`src/rtl/pipelined_rca_32bit_pkg.sv`:
```
// Shared constants and stage bundles for the 32-bit pipelined
// ripple-carry adder: widths, slice count and pipeline latency.
package pipelined_rca_32bit_pkg;

    localparam int N          = 32;
    localparam int SLICE_W    = 8;
    localparam int NUM_SLICES = N / SLICE_W;
    localparam int STAGES     = 3;

    // Stage 1: slice-0 result plus unprocessed upper operands.
    typedef struct packed {
        logic [7:0]  sum;
        logic        c;
        logic [23:0] a;
        logic [23:0] b;
    } st1_t;

    // Stage 2: slices 0-1 done.
    typedef struct packed {
        logic [15:0] sum;
        logic        c;
        logic [15:0] a;
        logic [15:0] b;
    } st2_t;

    // Stage 3: slices 0-2 done; top byte left for slice 3.
    typedef struct packed {
        logic [23:0] sum;
        logic        c;
        logic [7:0]  a;
        logic [7:0]  b;
    } st3_t;

endpackage

```
`src/rtl/pipelined_rca_32bit_if.sv`:
```
// Operand/result bundle of the pipelined adder.
// master drives A, B, cin; slave returns sum, cout.
interface pipelined_rca_32bit_if;
    import pipelined_rca_32bit_pkg::*;

    logic [N-1:0] A;
    logic [N-1:0] B;
    logic         cin;
    logic [N-1:0] sum;
    logic         cout;

    modport master (
        output A,
        output B,
        output cin,
        input  sum,
        input  cout
    );

    modport slave (
        input  A,
        input  B,
        input  cin,
        output sum,
        output cout
    );

endinterface

```
`src/rtl/pipelined_rca_32bit_rca_slice.sv`:
```
// SLICE_W-bit ripple adder built from full-adder cells.
// Ports: a, b (operands), ci (carry in) -> s (sum), co (carry out).
module fa_cell (
    input  logic a,
    input  logic b,
    input  logic ci,
    output logic s,
    output logic co
);
    assign s  = a ^ b ^ ci;
    assign co = (a & b) | (ci & (a ^ b));
endmodule

module rca_slice
    import pipelined_rca_32bit_pkg::*;
(
    input  logic [SLICE_W-1:0] a,
    input  logic [SLICE_W-1:0] b,
    input  logic               ci,
    output logic [SLICE_W-1:0] s,
    output logic               co
);
    logic [SLICE_W:0] c;

    assign c[0] = ci;

    for (genvar i = 0; i < SLICE_W; i++) begin : g_fa
        fa_cell u_fa (
            .a  (a[i]),
            .b  (b[i]),
            .ci (c[i]),
            .s  (s[i]),
            .co (c[i+1])
        );
    end

    assign co = c[SLICE_W];
endmodule

```
`src/rtl/pipelined_rca_32bit.sv`:
```
// 32-bit adder as four 8-bit ripple slices with a register after
// each of the first three; result 3 edges after operand capture.
// Ports: clk, rst (sync, active-high), bus (slave: A,B,cin -> sum,cout).
module pipelined_rca_32bit
    import pipelined_rca_32bit_pkg::*;
(
    input  logic                 clk,
    input  logic                 rst,
    pipelined_rca_32bit_if.slave bus
);
    st1_t st1_d, st1_q;
    st2_t st2_d, st2_q;
    st3_t st3_d, st3_q;

    logic [7:0] s0_s, s1_s, s2_s, s3_s;
    logic       s0_c, s1_c, s2_c, s3_c;

    rca_slice u_s0 (
        .a  (bus.A[7:0]),
        .b  (bus.B[7:0]),
        .ci (bus.cin),
        .s  (s0_s),
        .co (s0_c)
    );

    rca_slice u_s1 (
        .a  (st1_q.a[7:0]),
        .b  (st1_q.b[7:0]),
        .ci (st1_q.c),
        .s  (s1_s),
        .co (s1_c)
    );

    rca_slice u_s2 (
        .a  (st2_q.a[7:0]),
        .b  (st2_q.b[7:0]),
        .ci (st2_q.c),
        .s  (s2_s),
        .co (s2_c)
    );

    // Last slice is unregistered and drives the top byte and cout.
    rca_slice u_s3 (
        .a  (st3_q.a),
        .b  (st3_q.b),
        .ci (st3_q.c),
        .s  (s3_s),
        .co (s3_c)
    );

    always_comb begin
        st1_d     = '0;
        st1_d.sum = s0_s;
        st1_d.c   = s0_c;
        st1_d.a   = bus.A[31:8];
        st1_d.b   = bus.B[31:8];

        st2_d     = '0;
        st2_d.sum = {s1_s, st1_q.sum};
        st2_d.c   = s1_c;
        st2_d.a   = st1_q.a[23:8];
        st2_d.b   = st1_q.b[23:8];

        st3_d     = '0;
        st3_d.sum = {s2_s, st2_q.sum};
        st3_d.c   = s2_c;
        st3_d.a   = st2_q.a[15:8];
        st3_d.b   = st2_q.b[15:8];
    end

    always_ff @(posedge clk) begin
        if (rst) begin
            st1_q <= '0;
            st2_q <= '0;
            st3_q <= '0;
        end else begin
            st1_q <= st1_d;
            st2_q <= st2_d;
            st3_q <= st3_d;
        end
    end

    assign bus.sum  = {s3_s, st3_q.sum};
    assign bus.cout = s3_c;

endmodule

```
`src/flat_wrapper.sv`:
```
// flat-port wrapper written by rule: the top's interface ports become plain ports
module pipelined_rca_32bit_flat import pipelined_rca_32bit_pkg::*;
  (clk, rst, bus_A, bus_B, bus_cin, bus_sum, bus_cout);
  pipelined_rca_32bit_if bus_i ();
  input  logic clk;
  input  logic rst;
  input wire logic [$bits(bus_i.A)-1:0] bus_A;
  input wire logic [$bits(bus_i.B)-1:0] bus_B;
  input wire logic [$bits(bus_i.cin)-1:0] bus_cin;
  output wire logic [$bits(bus_i.sum)-1:0] bus_sum;
  output wire logic [$bits(bus_i.cout)-1:0] bus_cout;
  assign bus_i.A = bus_A;
  assign bus_i.B = bus_B;
  assign bus_i.cin = bus_cin;
  assign bus_sum = bus_i.sum;
  assign bus_cout = bus_i.cout;
  pipelined_rca_32bit u_core (.clk(clk), .rst(rst), .bus(bus_i));
endmodule
```
`config.mk`:
```
export PLATFORM = sky130hd
export DESIGN_NAME = pipelined_rca_32bit_flat
export DESIGN_NICKNAME = d
export VERILOG_FILES = /design/src/rtl/pipelined_rca_32bit_pkg.sv /design/src/rtl/pipelined_rca_32bit_if.sv /design/src/rtl/pipelined_rca_32bit_rca_slice.sv /design/src/rtl/pipelined_rca_32bit.sv /design/src/flat_wrapper.sv
export SDC_FILE = /design/constraint.sdc
export NUM_CORES = 1
export LEC_CHECK = 0
export BUFFER_PORTS_ARGS = -buffer_cell sky130_fd_sc_hd__buf_4
export CAP_MARGIN = 15
export CORE_MARGIN = 10
export CORE_UTILIZATION = 40
export CTS_BUF_LIST = sky130_fd_sc_hd__clkbuf_4
export DETAILED_ROUTE_END_ITERATION = 12
export SETUP_SLACK_MARGIN = 0.3
export SLEW_MARGIN = 30
export SYNTH_ARGS = -nofsm -noshare
export SYNTH_HDL_FRONTEND = slang
export SYNTH_SLANG_ARGS = --single-unit
```
`constraint.sdc`:
```
create_clock -name clk -period 6.4 [get_ports clk]
set_clock_uncertainty 0.1 [all_clocks]
set_input_delay 0.96 -clock clk [delete_from_list [all_inputs] [get_ports clk]]
set_output_delay 0.96 -clock clk [all_outputs]
set_load 0.05 [all_outputs]
```
==> results of run 1 <==
[worst max-delay path, delay by kind of cell, from the launching register on]
kind	cells	cell delay [ns]
adder cells (fa/ha/maj)	8	3.27
buffers and inverters	5	0.47
flip-flops	1	0.32
[final timing paths]
| kind | slack [ns] | cells after the start | endpoint |
|---|---|---|---|
| worst max-delay path | 0.79 | 13 | bus_sum[31] |
| worst min-delay path | 0.34 | 1 | u_core.st2_q[10] |
| worst max register to register | 2.27 | 12 | u_core.st2_q[48] |
| worst min register to register | 0.34 | 1 | u_core.st2_q[10] |
[cell usage after synthesis, drive strengths merged]
cell type    n  share of area (%)
inv         31                2.5
buf         24                3.1
nor2         9               0.71
dfxtp      147                 62
fa          32                 14
nor2b      138                 18
[power by group]
group / internal [mW] / switching [mW]
combinational: 0.0795 / 0.0885
clock: 0.385 / 0.299
sequential: 0.966 / 0.0127
[routing by layer]
layer  part of all wire [%]  routed length (µm)  vias to the layer above
li1                       -                   -                     1294
met1                     39                2979                     1117
met2                     53                4011                       57
met3                    5.6                 424                       15
met4                    2.2                 164                        0
met5                      0                   0                        -
[layout make-up]
type	instances	area [µm²]	share of cell area [%]
multi-input combinational	179	1538	26.17
timing repair buffer	100	750.7	12.77
clock buffer	18	135.1	2.299
tap	143	178.9	3.045
antenna	1	2.502	0.04258
sequential	147	2943	50.07
inverter	31	116.4	1.980
clock inverter	12	212.7	3.619
[registers in the layout, indices dropped and copies added (netlist names)]
name	cells
u_core.st1_q	57
u_core.st2_q	49
u_core.bus.sum	24
u_core.st3_q	17
[per-stage QoR]
stage / instance area (µm²) / utilization [%] / setup WS, ns / power (mW) / cells
after floorplan: 4745 / - / 1.501 / 1.108 / 381
after global placement: 5527 / 47.99 / 1.370 / 1.168 / 600
after detailed placement: 5527 / 47.99 / 1.303 / 1.173 / 600
after CTS: 5874 / 51.01 / 0.7165 / 1.859 / 630
after global routing: 5877 / 51.03 / 0.5716 / 1.913 / 631
final: 5877 / 51.03 / 0.7913 / 1.830 / 631
[cell families after synthesis]
group	count (synthesis)
AND/OR/NAND/NOR	147
flip-flops	147
buffers and inverters	55
adder cells (fa/ha/maj)	32
==> results.yml, run 1 <==
routing:
  wl_per_cell_um: 12.01
  drc: 0
  drt_wl_total_mm: 7.579
  vias: 2483
  postRouteAntennaNets: 0
  first_iter_violations: 102
  viasPerCell: 3.935
  dr.pass1.iters: 4
synthesis:
  synth_cell_type_count: 7
  synth_top_family_by_area: "simple AND/OR/NAND/NOR gates"
  syn-num-nets: 480
  synth-xor-area-share_pct: 0
  synth-compound-area-share_pct: 0
  ys_seq_area_share_pct: 62.03
  synthCells: 381
  synthAdderAreaFrac_pct: 13.50
  synth-simple-area-share_pct: 18.91
  syn_avg_cell_area_um2: 12.45
  muxShareOfSynthArea_pct: 0
  synth.cell_area_mm2: 0.004745
  yosysWarningCount: 0
  ys_seq_elements: 147
sta:
  drv_slew: 0
  fin_crit_ns: 5.609
  finalHoldViolations: 0
  max_slew.worst_pin.slew_ns: 0.8801
  layout_worst_path_cycle_share_pct: 87.64
  setup_violations: 0
  rsz0062_at_grt: "false"
  max_freq_mhz: 178.3
  maxSlewHeadroom_pct: 41.33
  tns_ns: 0
  worst_hold_slack_ns: 0.3376
grt:
  grt-busiest-layer: "met2"
  grt_pass1_vias: 2683
  grt_max_degree: 94
  grt_use_met2_pct: 16.72
  grt_pass1_wl_mm: 12.52
  antenna_found_initial: 1
  met1_usage_pct: 10.13
  grt_overflow_total: 0
  globalRouteTotalUtil_pct: 9.736
  met3_usage_pct: 3.778
setup_path:
  cp.required_ns: 5.34
  cp_max_fo: 1
  critPathMaxStageDelay_ns: 0.48
  reg2reg_from: "u_core.st1_q[48]"
  crit_slowest_cell: "fa_1"
  critPathKind: "register to output pin"
  cp_common_cell: "fa_1"
  cp-startpoint: "u_core.st3_q[16]"
  worstPathArrival_ns: 4.55
  crit_path_start_kind: "register"
  cp_cell_sequence: "inv_1, fa_1, inv_1, fa_1, fa_1, fa_1, fa_1, fa_1, fa_1, inv_1, fa_1, inv_1, buf_4"
  worstSetupEndpointType: "output pin"
clocking:
  clk_pin_slew_ns: 0.12
  hold_buffers: 0
  cts_made_buffers: 17
  clock_latency_ns: 0.49
  cts_sinks: 147
  cts_tree: "done"
  cts_buffer_depth: 2
  htreeDepth: 4
  cts_setup_buffers: 0
  cts_resized: 0
  clock-root-buffer: "clkbuf_4"
finish:
  nNetsFinal: 575
  drive_gt1_share_pct: 26.08
  n_fill_cell: 1024
  synthToLayoutAreaGrowth_pct: 23.87
  final_cell_mix: "147 x dfxtp_1, 138 x nor2b_1, 100 x buf_4"
  layout_commonest_cell: "dfxtp_1"
min_path:
  hold_start: "u_core.st1_q[18]"
  hold_path_class: "register to register"
job:
  timing.max_cap.violations: 0
power_and_ir_drop:
  power_per_cell_area_mw_per_mm2: 311.5
  ir_drop_v: 0.0001459
  p_leak_nw: 2.609
floorplan:
  rows: 39
  fp.coreArea_mm2: 0.01152
  die_x_um: 128.9
  die_y_um: 128.9
  start_util_pct: 41.20
  ios: 100
  dieArea_mm2: 0.01662
place:
  gp_congestion: 0.7441
  hpwl_mm: 5.581
  port_buffers: 99
run_status:
  status: "complete, no violations"
No activity file was read; power rests on OpenSTA's default activity.
==> run 2, diff against run 1 <==
--- a/config.mk
+++ b/config.mk
@@ -11,6 +11,7 @@
 export CORE_UTILIZATION = 40
 export CTS_BUF_LIST = sky130_fd_sc_hd__clkbuf_4
 export DETAILED_ROUTE_END_ITERATION = 12
+export RECOVER_POWER = 100
 export SETUP_SLACK_MARGIN = 0.3
 export SLEW_MARGIN = 30
 export SYNTH_ARGS = -nofsm -noshare
==> run 2 against run 1 <==
- highest routed layer unchanged
- setup slack got worse by 0.28 ns
- global-route usage unchanged
- largest cell class unchanged
- power decreased by 0.48%
- wire length increased by 0.36%
- core utilization decreased by 1.1 points
- die area unchanged
- critical endpoint unchanged
- the run now ends with capacitance limit, slew limit left
- fmax decreased by 4.8%
- first-iteration DRC count increased by 2.9%
- worst hold slack about the same
==> results.yml, run 2 (synthesized netlist as in run 1, its figures left out) <==
run_status:
  status: "complete, but fails checks"
  violations: "capacitance limit, slew limit"
setup_path:
  crit_slowest_cell: "fa_1"
  worstSetupEndpointType: "output pin"
  cp_common_cell: "fa_1"
  crit_path_start_kind: "register"
  cp_max_fo: 1
  cp_cell_sequence: "inv_1, fa_1, inv_1, fa_1, fa_1, fa_1, fa_1, fa_1, fa_1, inv_1, fa_1, inv_1, clkbuf_1"
  critPathMaxStageDelay_ns: 0.48
  cp_num_buf_inv: 5
  critPathTopFamily: "adder cells"
  worstPathArrival_ns: 4.83
  critPathKind: "register to output pin"
  cp.required_ns: 5.34
floorplan:
  fp.coreArea_mm2: 0.01152
  dieArea_mm2: 0.01662
  die_x_um: 128.9
  die_y_um: 128.9
  start_util_pct: 41.20
  ios: 100
  rows: 39
min_path:
  hold_path_class: "register to register"
clocking:
  cts_made_buffers: 17
  cts_resized: 0
  htreeDepth: 4
  clock-root-buffer: "clkbuf_4"
  cts_sinks: 147
  cts_setup_buffers: 0
  clk_pin_slew_ns: 0.11
  cts_buffer_depth: 2
  hold_buffers: 0
  cts_tree: "done"
  clock_latency_ns: 0.49
routing:
  first_iter_violations: 105
  dr.pass1.iters: 4
  drt_wl_total_mm: 7.606
  vias: 2486
  viasPerCell: 3.940
  postRouteAntennaNets: 0
  drc: 0
  wl_per_cell_um: 12.05
sta:
  fin_crit_ns: 5.892
  drv_slew: 94
  layout_worst_path_cycle_share_pct: 92.06
  max_slew.worst_pin.slew_ns: 3.686
  maxSlewHeadroom_pct: -145.7
  rsz0062_at_grt: "false"
  finalHoldViolations: 0
  max_freq_mhz: 169.7
  tns_ns: 0
  setup_violations: 0
finish:
  final_cell_mix: "147 x dfxtp_1, 138 x nor2b_1, 64 x buf_4"
  register_area_mm2: 0.002943
  layout_commonest_cell: "dfxtp_1"
  nNetsFinal: 575
  final_area_mm2: 0.005747
  n_fill_cell: 1059
  largest_reg_flops: 57
  multi_input_area_mm2: 0.001538
  largest_register: "u_core.st1_q"
  synthToLayoutAreaGrowth_pct: 21.12
  drive_gt1_share_pct: 19.10
place:
  gp_congestion: 0.7441
  port_buffers: 99
  hpwl_mm: 5.581
  placed_cell_area_mm2: 0.005527
power_and_ir_drop:
  power_per_cell_area_mw_per_mm2: 317.0
  p_leak_nw: 2.468
  ir_drop_v: 0.0001455
grt:
  grt_pass1_vias: 2683
  grt_overflow_total: 0
  antenna_found_initial: 1
  grt_max_degree: 94
  grt_pass1_wl_mm: 12.52
  globalRouteTotalUtil_pct: 9.736
job:
  timing.max_cap.violations: 1
[run 2: changes by cell type in the layout (fill, tap and decap cells not counted), sizes merged]
cell    before  now
clkbuf      18   54
buf        100   64
[run 2: worst paths after layout]
kind	depth (start not counted)	slack, ns	from	endpoint
setup / recovery	13	0.51	u_core.st3_q[16]	bus_sum[31]
hold / removal	1	0.34	u_core.st1_q[49]	u_core.st2_q[33]
setup reg to reg	12	2.24	u_core.st1_q[48]	u_core.st2_q[48]
hold reg to reg	1	0.34	u_core.st1_q[49]	u_core.st2_q[33]
[run 2: power by group]
group / internal (mW) / switching [mW] / leakage, nW / total, mW
Combinational: 0.0707 / 0.0885 / 1.07 / 0.159
Clock: 0.385 / 0.299 / 0.180 / 0.684
Sequential: 0.966 / 0.0125 / 1.21 / 0.978
[run 2: metrics by stage]
stage	hold slack (ns)	power (mW)	std cells	utilization [%]	worst slack, ns
finish	0.3380	1.822	631	49.90	0.5080
global route	0.3506	1.904	631	49.90	0.2859
CTS	0.3286	1.859	630	51.01	0.7165
detailed placement	0.3204	1.173	600	47.99	1.303
global placement	0.3179	1.168	600	47.99	1.370
floorplan	0.3138	1.108	381	-	1.501
[run 2: area by class of cell]
cell class | instances | area share (%)
Sequential cell | 147 | 51.21
Antenna cell | 1 | 0.04354
Multi-Input combinational cell | 179 | 26.76
Timing Repair Buffer | 100 | 10.80
Inverter | 31 | 2.025
Clock inverter | 12 | 3.701
Tap cell | 143 | 3.113
Clock buffer | 18 | 2.351
[run 2: worst reg2reg max path, cell delays in order, from the launching register on]
cell and delay (ns):
dfxtp_1 0.31, inv_1 0.08, fa_1 0.17, inv_1 0.06, fa_1 0.46, fa_1 0.47, fa_1 0.47, fa_1 0.48
fa_1 0.47, fa_1 0.42, inv_1 0.09, fa_1 0.39, nor2_1 0.10
[run 2: per-layer routing]
metal | part of all wire, % | vias to the layer above | GRT usage (%) | wire (µm)
met4 | 2.2 | 0 | 5.217 | 164
met5 | 0 | - | 0 | 0
met1 | 40 | 1120 | 10.13 | 3023
met2 | 53 | 57 | 16.72 | 4023
li1 | - | 1293 | - | -
met3 | 5.2 | 16 | 3.778 | 395
==> run 3, diff against run 2 <==
--- a/config.mk
+++ b/config.mk
@@ -5,6 +5,7 @@
 export SDC_FILE = /design/constraint.sdc
 export NUM_CORES = 1
 export LEC_CHECK = 0
+export ABC_AREA = 1
 export BUFFER_PORTS_ARGS = -buffer_cell sky130_fd_sc_hd__buf_4
 export CAP_MARGIN = 15
 export CORE_MARGIN = 10
==> run 3 against run 2 <==
- the flow still finishes with violations (capacitance limit, slew limit)
- worst hold slack worse by 0.045 ns
- critical path depth is the same
- combinational power rose by 6%
- sequential share of layout area fell by 1.4 points
- non-clock buffer count is the same
- core utilization fell by 1.1 points
- wire length is 2.0% higher
- via count grew 18%
- power decreased by 3.9%
- first-iteration DRC count grew 42%
- critical path type unchanged
- critical endpoint unchanged
==> results.yml, run 3 <==
floorplan:
  start_util_pct: 41.28
  dieArea_mm2: 0.01737
  ios: 100
  fp.coreArea_mm2: 0.01211
  die_x_um: 131.8
  die_y_um: 131.8
  rows: 40
sta:
  worst_hold_slack_ns: 0.2931
  maxSlewHeadroom_pct: -91.18
  setup_violations: 0
  fin_crit_ns: 5.639
  layout_worst_path_cycle_share_pct: 88.12
  tns_ns: 0
  drv_slew: 74
  finalHoldViolations: 0
  rsz0062_at_grt: "false"
  max_freq_mhz: 177.3
  max_slew.worst_pin.slew_ns: 2.868
  setup_ws_ns: 0.7606
finish:
  synthToLayoutAreaGrowth_pct: 18.17
  layout_commonest_cell: "inv_1"
  fin_util_pct: 48.78
  diodes: 0
  final_cell_mix: "169 x inv_1, 147 x nor2_1, 147 x dfxtp_1"
  multi_input_area_mm2: 0.001192
  largest_reg_flops: 57
  nNetsFinal: 713
  drive_gt1_share_pct: 15.79
  register_area_mm2: 0.002943
  largest_register: "u_core.st1_q"
  n_fill_cell: 1199
synthesis:
  ys_seq_elements: 147
  syn_avg_cell_area_um2: 9.634
  async_flop_share_pct: 0
  synthAdderAreaFrac_pct: 12.81
  yosysTopAreaCell: "dfxtp_1"
  synth_cell_type_count: 7
  synth_top_family_by_area: "buffers and inverters"
  synthCells: 519
  muxShareOfSynthArea_pct: 0
  synth.cell_area_mm2: 0.005000
  synth_ff_type: "dfxtp_1"
  synth-compound-area-share_pct: 0
  synth_top_area_share_pct: 58.86
  ys_seq_area_share_pct: 58.86
  synth-xor-area-share_pct: 0
  syn-num-nets: 618
  synth-simple-area-share_pct: 11.04
  yosysWarningCount: 0
  yosysMostFrequentCell: "inv_1"
  synthTopCellsByCount: "169 x inv_1, 147 x dfxtp_1, 147 x nor2_1"
  yosys-top-cells-area: "dfxtp_1 59%, fa_1 13%, inv_1 13%, nor2_1 11%, buf_6 3.2%"
  synth_edf_count: 0
routing:
  first_iter_violations: 149
  viasPerCell: 3.683
  dr.pass1.iters: 4
  drc: 0
  postRouteAntennaNets: 0
  wl_per_cell_um: 9.756
  drt_wl_total_mm: 7.756
  vias: 2928
grt:
  grt_max_degree: 76
  grt_pass1_wl_mm: 13.28
  grt_overflow_total: 0
  grt_pass1_vias: 3013
  antenna_found_initial: 0
  globalRouteTotalUtil_pct: 9.469
clocking:
  clock_latency_ns: 0.51
  cts_tree: "done"
  cts_made_buffers: 17
  htreeDepth: 4
  clk_pin_slew_ns: 0.13
  cts_setup_buffers: 0
  hold_buffers: 0
  cts_buffer_depth: 2
  clock-root-buffer: "clkbuf_4"
  cts_sinks: 147
  cts_resized: 0
power_and_ir_drop:
  total_power_mw: 1.751
  power_per_cell_area_mw_per_mm2: 296.3
  ir_drop_v: 0.0001263
  p_leak_nw: 2.920
setup_path:
  worstSetupEndpointType: "output pin"
  worstPathArrival_ns: 4.58
  cp_max_fo: 1
  crit_path_start_kind: "register"
  critPathKind: "register to output pin"
  cp.required_ns: 5.34
  cp-startpoint: "u_core.st3_q[16]"
  reg2reg_from: "u_core.st1_q[48]"
min_path:
  hold_path_class: "register to register"
  hold_start: "u_core.st1_q[50]"
run_status:
  status: "complete, but fails checks"
  violations: "capacitance limit, slew limit"
place:
  port_buffers: 99
  post-place-ws_ns: 1.280
  gp_congestion: 0.7219
  hpwl_mm: 5.555
job:
  timing.max_cap.violations: 1
-- run 3: changes by cell type after synthesis --
cell	change
inv_1	+138
buf_4	-2
buf_6	+14
nor2b_1	-138
nor2_1	+138
buf_2	-12
-- run 3: cells by family after synthesis --
logic type                 after synthesis
buffers and inverters                  193
DFF                                    147
and+or+nand+nor                        147
adders and majority gates               32
-- run 3: critical path: stages, from the launching register on --
cell	delay, ns
dfxtp_1	0.32
inv_1	0.07
fa_1	0.17
inv_1	0.06
fa_1	0.46
fa_1	0.49
fa_1	0.46
fa_1	0.48
fa_1	0.45
fa_1	0.37
inv_1	0.07
fa_1	0.40
inv_1	0.06
buf_4	0.19
-- run 3: path summary, 6_finish.rpt --
path / endpoint / slack [ns] / depth (start not counted)
max: bus_sum[31] / 0.76 / 13
min: u_core.st2_q[34] / 0.29 / 2
max reg2reg: u_core.st2_q[48] / 2.32 / 12
min reg2reg: u_core.st2_q[34] / 0.29 / 2
-- run 3: report_power, final --
| part | internal [mW] | total (mW) | switching [mW] |
|---|---|---|---|
| clock network | 0.279 | 0.602 | 0.323 |
| registers | 0.966 | 0.981 | 0.0143 |
| logic | 0.0637 | 0.168 | 0.105 |
-- run 3: layout make-up --
class	count	share of cell area, %
sequential	147	49.81
multi-input combinational	179	20.18
inverter	169	10.74
timing repair buffer	100	10.57
tap	168	3.558
clock inverter	13	2.732
clock buffer	19	2.414
-- run 3: per-stage QoR --
stage | instance area [µm²] | cells
3_5_place_dp | 5731 | 763
5_1_grt | 5908 | 795
3_3_place_gp | 5731 | 763
6_report | 5908 | 795
4_1_cts | 6035 | 795
2_1_floorplan | 5000 | 519
-- run 3: per-layer routing --
layer / up-vias / share of wire (%) / global-route usage [%]
met2: 75 / 45 / 14.26
met5: - / 0 / 0
met4: 0 / 2.0 / 5.562
met3: 18 / 5.5 / 3.849
met1: 1264 / 47 / 11.14
li1: 1571 / - / -
